==> src/rtl/rf_write_sched_pkg.sv <==
// Shared widths and requester indices for the register-file write-port scheduler.
package rf_pkg;
  localparam int DATA_W  = 32;
  localparam int REG_W   = 4;
  localparam int NREGS   = 1 << REG_W;
  localparam int REQ_ALU = 0;
  localparam int REQ_LD  = 1;

  typedef logic [REG_W-1:0]  reg_idx_t;
  typedef logic [DATA_W-1:0] data_t;
endpackage

==> src/rtl/rf_write_sched_if.sv <==
// Writeback requests, destination reservation and DPRF write pins, bundled for the scheduler.
interface rf_write_sched_if;
  import rf_pkg::*;

  logic             req0_valid;
  logic             req0_ready;
  reg_idx_t         req0_dest;
  data_t            req0_data;
  logic             req1_valid;
  logic             req1_ready;
  reg_idx_t         req1_dest;
  data_t            req1_data;
  logic             alloc_valid;
  reg_idx_t         alloc_reg;
  logic             alloc_ready;
  logic [NREGS-1:0] busy;
  logic             we;
  reg_idx_t         regsel_dest;
  data_t            datain;

  modport master (
    output req0_valid, req0_dest, req0_data,
    output req1_valid, req1_dest, req1_data,
    output alloc_valid, alloc_reg,
    input  req0_ready, req1_ready, alloc_ready,
    input  busy, we, regsel_dest, datain
  );

  modport slave (
    input  req0_valid, req0_dest, req0_data,
    input  req1_valid, req1_dest, req1_data,
    input  alloc_valid, alloc_reg,
    output req0_ready, req1_ready, alloc_ready,
    output busy, we, regsel_dest, datain
  );
endinterface

==> src/rtl/rf_write_sched_rr_arb2.sv <==
// Two-way round-robin arbiter; on contention the requester that did not win last time is granted.
module rr_arb2 (
  input  logic       clk,
  input  logic       reset,
  input  logic [1:0] valid_i,
  input  logic       xfer_i,
  output logic [1:0] grant_o
);
  logic last_grant_q;
  logic last_grant_d;

  always_comb begin
    grant_o = valid_i;
    if (valid_i == 2'b11) begin
      grant_o = last_grant_q ? 2'b01 : 2'b10;
    end
  end

  always_comb begin
    last_grant_d = last_grant_q;
    if (xfer_i) begin
      last_grant_d = grant_o[1];
    end
  end

  // Reset to 1 so requester 0 wins the first contention.
  always_ff @(posedge clk) begin
    if (reset) begin
      last_grant_q <= 1'b1;
    end else begin
      last_grant_q <= last_grant_d;
    end
  end
endmodule

==> src/rtl/rf_write_sched.sv <==
// DPRF write-port scheduler: arbitrates two writeback sources, registers the winner onto the
// write pins and tracks per-register pending writes in a busy scoreboard.
module rf_write_sched
  import rf_pkg::*;
(
  input  logic              clk,
  input  logic              reset,
  rf_write_sched_if.slave   bus
);
  logic [1:0]       grant;
  logic             xfer;
  logic             alloc_ok;
  reg_idx_t         win_dest;
  data_t            win_data;

  logic             we_q,    we_d;
  reg_idx_t         sel_q,   sel_d;
  data_t            data_q,  data_d;
  logic [NREGS-1:0] busy_q,  busy_d;

  rr_arb2 u_arb (
    .clk     (clk),
    .reset   (reset),
    .valid_i ({bus.req1_valid, bus.req0_valid}),
    .xfer_i  (xfer),
    .grant_o (grant)
  );

  // Handshakes are suppressed while reset is held.
  assign bus.req0_ready  = grant[REQ_ALU] & ~reset;
  assign bus.req1_ready  = grant[REQ_LD]  & ~reset;
  assign bus.alloc_ready = ~busy_q[bus.alloc_reg] & ~reset;

  assign xfer     = bus.req0_ready | bus.req1_ready;
  assign alloc_ok = bus.alloc_valid & bus.alloc_ready;
  assign win_dest = bus.req1_ready ? bus.req1_dest : bus.req0_dest;
  assign win_data = bus.req1_ready ? bus.req1_data : bus.req0_data;

  always_comb begin
    we_d   = xfer;
    sel_d  = sel_q;
    data_d = data_q;
    if (xfer) begin
      sel_d  = win_dest;
      data_d = win_data;
    end
  end

  // The clear lands on the same edge the DPRF captures, so released readers see new data.
  always_comb begin
    busy_d = busy_q;
    if (we_q) begin
      busy_d[sel_q] = 1'b0;
    end
    if (alloc_ok) begin
      busy_d[bus.alloc_reg] = 1'b1;
    end
  end

  always_ff @(posedge clk) begin
    if (reset) begin
      we_q   <= 1'b0;
      sel_q  <= '0;
      data_q <= '0;
      busy_q <= '0;
    end else begin
      we_q   <= we_d;
      sel_q  <= sel_d;
      data_q <= data_d;
      busy_q <= busy_d;
    end
  end

  assign bus.we          = we_q;
  assign bus.regsel_dest = sel_q;
  assign bus.datain      = data_q;
  assign bus.busy        = busy_q;
endmodule

==> src/flat_wrapper.sv <==
// flat-port wrapper written by rule: the top's interface ports become plain ports
module rf_write_sched_flat import rf_pkg::*;
  (clk, reset, bus_req0_valid, bus_req0_dest, bus_req0_data, bus_req1_valid, bus_req1_dest, bus_req1_data, bus_alloc_valid, bus_alloc_reg, bus_req0_ready, bus_req1_ready, bus_alloc_ready, bus_busy, bus_we, bus_regsel_dest, bus_datain);
  rf_write_sched_if bus_i ();
  input  logic clk;
  input  logic reset;
  input wire logic [$bits(bus_i.req0_valid)-1:0] bus_req0_valid;
  input wire logic [$bits(bus_i.req0_dest)-1:0] bus_req0_dest;
  input wire logic [$bits(bus_i.req0_data)-1:0] bus_req0_data;
  input wire logic [$bits(bus_i.req1_valid)-1:0] bus_req1_valid;
  input wire logic [$bits(bus_i.req1_dest)-1:0] bus_req1_dest;
  input wire logic [$bits(bus_i.req1_data)-1:0] bus_req1_data;
  input wire logic [$bits(bus_i.alloc_valid)-1:0] bus_alloc_valid;
  input wire logic [$bits(bus_i.alloc_reg)-1:0] bus_alloc_reg;
  output wire logic [$bits(bus_i.req0_ready)-1:0] bus_req0_ready;
  output wire logic [$bits(bus_i.req1_ready)-1:0] bus_req1_ready;
  output wire logic [$bits(bus_i.alloc_ready)-1:0] bus_alloc_ready;
  output wire logic [$bits(bus_i.busy)-1:0] bus_busy;
  output wire logic [$bits(bus_i.we)-1:0] bus_we;
  output wire logic [$bits(bus_i.regsel_dest)-1:0] bus_regsel_dest;
  output wire logic [$bits(bus_i.datain)-1:0] bus_datain;
  assign bus_i.req0_valid = bus_req0_valid;
  assign bus_i.req0_dest = bus_req0_dest;
  assign bus_i.req0_data = bus_req0_data;
  assign bus_i.req1_valid = bus_req1_valid;
  assign bus_i.req1_dest = bus_req1_dest;
  assign bus_i.req1_data = bus_req1_data;
  assign bus_i.alloc_valid = bus_alloc_valid;
  assign bus_i.alloc_reg = bus_alloc_reg;
  assign bus_req0_ready = bus_i.req0_ready;
  assign bus_req1_ready = bus_i.req1_ready;
  assign bus_alloc_ready = bus_i.alloc_ready;
  assign bus_busy = bus_i.busy;
  assign bus_we = bus_i.we;
  assign bus_regsel_dest = bus_i.regsel_dest;
  assign bus_datain = bus_i.datain;
  rf_write_sched u_core (.clk(clk), .reset(reset), .bus(bus_i));
endmodule
==> config.mk <==
export PLATFORM = sky130hd
export DESIGN_NAME = rf_write_sched_flat
export DESIGN_NICKNAME = d
export VERILOG_FILES = /design/src/rtl/rf_write_sched_pkg.sv /design/src/rtl/rf_write_sched_if.sv /design/src/rtl/rf_write_sched_rr_arb2.sv /design/src/rtl/rf_write_sched.sv /design/src/flat_wrapper.sv
export SDC_FILE = /design/constraint.sdc
export NUM_CORES = 1
export LEC_CHECK = 0
export BUFFER_PORTS_ARGS = -buffer_cell sky130_fd_sc_hd__clkbuf_2
export CORE_ASPECT_RATIO = 0.6
export CORE_MARGIN = 10
export CORE_UTILIZATION = 46
export CTS_CLUSTER_SIZE = 30
export DETAILED_ROUTE_END_ITERATION = 6
export GPL_ROUTABILITY_DRIVEN = 0
export PLACE_DENSITY = 0.82
export SYNTH_ARGS = -nofsm -noshare
export SYNTH_HDL_FRONTEND = slang
export SYNTH_SLANG_ARGS = --single-unit
==> constraint.sdc <==
create_clock -name clk -period 1.6 [get_ports clk]
set_input_delay 0.16 -clock clk [delete_from_list [all_inputs] [get_ports clk]]
set_output_delay 0.16 -clock clk [all_outputs]
set_load 0.005 [all_outputs]
==> metrics.cfg <==
[outcome]
run_status=finished, violations left
violations=negative setup slack

[synth]
yosysWarningCount=0
avgSynthCellArea_sq_um=8.33
synth_common_cells=74 x inv_1, 54 x dfxtp_1, 48 x o211ai_1
synth_mux_area_share_pct=3.49
yosysSeqAreaShare_pct=38.6
netlist.area_leader.share_pct=38.6
synthCells=336
synth_top_family_by_area=compound AO/OA/AOI/OAI gates
synth_seq_cells=54
synthXorXnorAreaFrac_pct=0
synth_compound_area_share_pct=37.3
syn_nets=417
yosys.area_share.simple_pct=5.90
synth_fa_ha_area_share_pct=0
synthArstFlopShare_pct=0
synth_edf_count=0
synth_most_common_cell=inv_1
yosys.area.top_type=dfxtp_1
synth_area_leaders=dfxtp_1 39%, o32a_1 13%, o211ai_1 13%, inv_1 9.9%, a21oi_1 6.4%
ys_types=30
synth-main-ff-cell=dfxtp_1
netlist_area_sq_um=2800

[critical_path]
critPathMaxFanout=3
cp-start-kind=flip-flop
crit_required_ps=1440
worstSetupPathType=reg -> out
r2r_slack_ps=120
crit_arrival_ps=1590
setup.worst_path.end_class=output pin

[cts]
cts_tree=built
cts_root_buf=clkbuf_8
cts.clk_slew.worst_paths_ps=90
cts_max_level=2
postCtsSetupRepairBufs=0
cts-buffers-inserted=5
numClockSinks=54
worstSkewPairLatency_ps=310
clk_path_buf_depth=2

[routing]
detail_route.wirelength_mm=9.07
wire_per_inst_microns=16.8
remaining_drc_errors=0
vias=2975
vias_per_cell=5.51
antenna_left=0
dr.first_iter.drc_count=219
firstDrtPassIters=4

[sta]
worst_pin_slew_ps=326
setup_viol=1
whs_ps=103
slew_violations=0
fmax_ghz=0.570
slew-limit-headroom_pct=78.3
grt_setup_unrepaired=true
worst_slack_ps=-155
finClkSkew_ps=4.91
fin_crit_sh_pct=110
min_period_ps=1750
hold_violations=0

[pwr]
leakage_uw=0.00179
worst_ir_drop_vdd_mv=0.360
p_per_area_nw_per_um2=782

[cells_and_area]
final_cells=540
finish.net_count=540
drive_above_1_share_pct=36.1
fin_util_pct=64.2
num_antenna_cells=0
synthToLayoutAreaGrowth_pct=31.4

[global_routing]
grt_max_degree=57
gr-total-overflow=0
grt_pass1_vias=2969
antenna_found_initial=0
grt_pass1_wl_mm=14.4
grt_usage_pct=17.8

[job]
maxCapViolCount=0

[floorplan]
die_x_microns=121
io_pins=137
die_area_sq_um=9700
coreArea_sq_um=5730
fp-row-count=21
start_util_pct=48.8
die_h_microns=80.4

[placement]
port_buffers=136
dp_cells=532
hpwlAfterDp_mm=6.95

[hold_path]
holdCritPathClass=in -> reg

[where the power goes]
| group | internal (uW) | total [uW] | leakage (uW) | switching (uW) |
|---|---|---|---|---|
| registers | 1420 | 1480 | 0.000444 | 53.0 |
| clock network | 350 | 787 | 0.0000482 | 437 |
| logic | 298 | 611 | 0.00130 | 313 |
| total | 2070 | 2880 | 0.00179 | 804 |
[through the flow]
stage	TNS [ps]	total power, uW	setup slack [ps]	instance area (sq um)
global route	-225	3020	-225	3680
floorplan	0	1830	204	2800
CTS	-164	2890	-164	3680
global placement	0	2100	51.6	3590
detailed placement	0	2120	29.3	3590
finish	-155	2880	-155	3680
[layout make-up]
| type | count | area, sq um |
|---|---|---|
| Clock buffer | 7 | 86.3 |
| Sequential cell | 54 | 1080 |
| Fill cell | 522 | 2050 |
| Tap cell | 80 | 100 |
| Timing Repair Buffer | 148 | 808 |
| Clock inverter | 1 | 5.00 |
| Inverter | 75 | 282 |
| Multi-Input combinational cell | 175 | 1310 |
[flip-flops by register name, summed over array words and instances, names as in the netlist]
name                       count
u_core.bus.we                  1
u_core.bus.regsel_dest         4
u_core.u_arb.last_grant_q      1
u_core.bus.datain             32
u_core.bus.busy               16
[logic make-up (layout without fill, tap and decap cells)]
group,count (synthesis),in the layout
AOI/OAI and AO/OA,144,144
buffers and inverters,107,231
DFF,54,54
and+or+nand+nor,27,27
muxes,4,4
[worst paths after layout]
path                         startpoint                        end  depth (start not counted)
setup / recovery     u_core.bus.busy[7]            bus_alloc_ready                          4
hold / removal           bus_req1_valid  u_core.u_arb.last_grant_q                          3
setup reg to reg    u_core.bus.busy[11]         u_core.bus.busy[8]                          3
hold reg to reg   u_core.bus.datain[18]      u_core.bus.datain[18]                          2
[worst max-delay path: stages (launching register included)]
cell and delay (ps):
dfxtp_2 340, mux4_2 480, a31oi_1 160, and4_1 200, buf_2 120
[layer usage]
layer / wire length, microns / share of wire, % / GRT usage (%)
met1: 3810 / 42 / 20.6
met5: 0 / 0 / 0
met4: 96 / 1.1 / 4.92
met3: 1040 / 11 / 8.73
met2: 4120 / 45 / 28.9
[timing repair]
item / 4_1_cts / 5_1_grt
gates resized for setup: 2 / 2
setup endpoints to repair: 1 / 1
hold buffers: 0 / 0
pin swaps: 0 / 0
[layout by cell type (no fill, tap or decap), types with 6 or more instances in the layout]
master      n
a21oi_1    36
nand2_1     6
buf_4       9
clkbuf_8    6
o211ai_1   48
dfxtp_1    52
o32a_1     36
o21ai_0    13
inv_1      74
clkbuf_2  135
No activity file was read; power rests on OpenSTA's default activity.
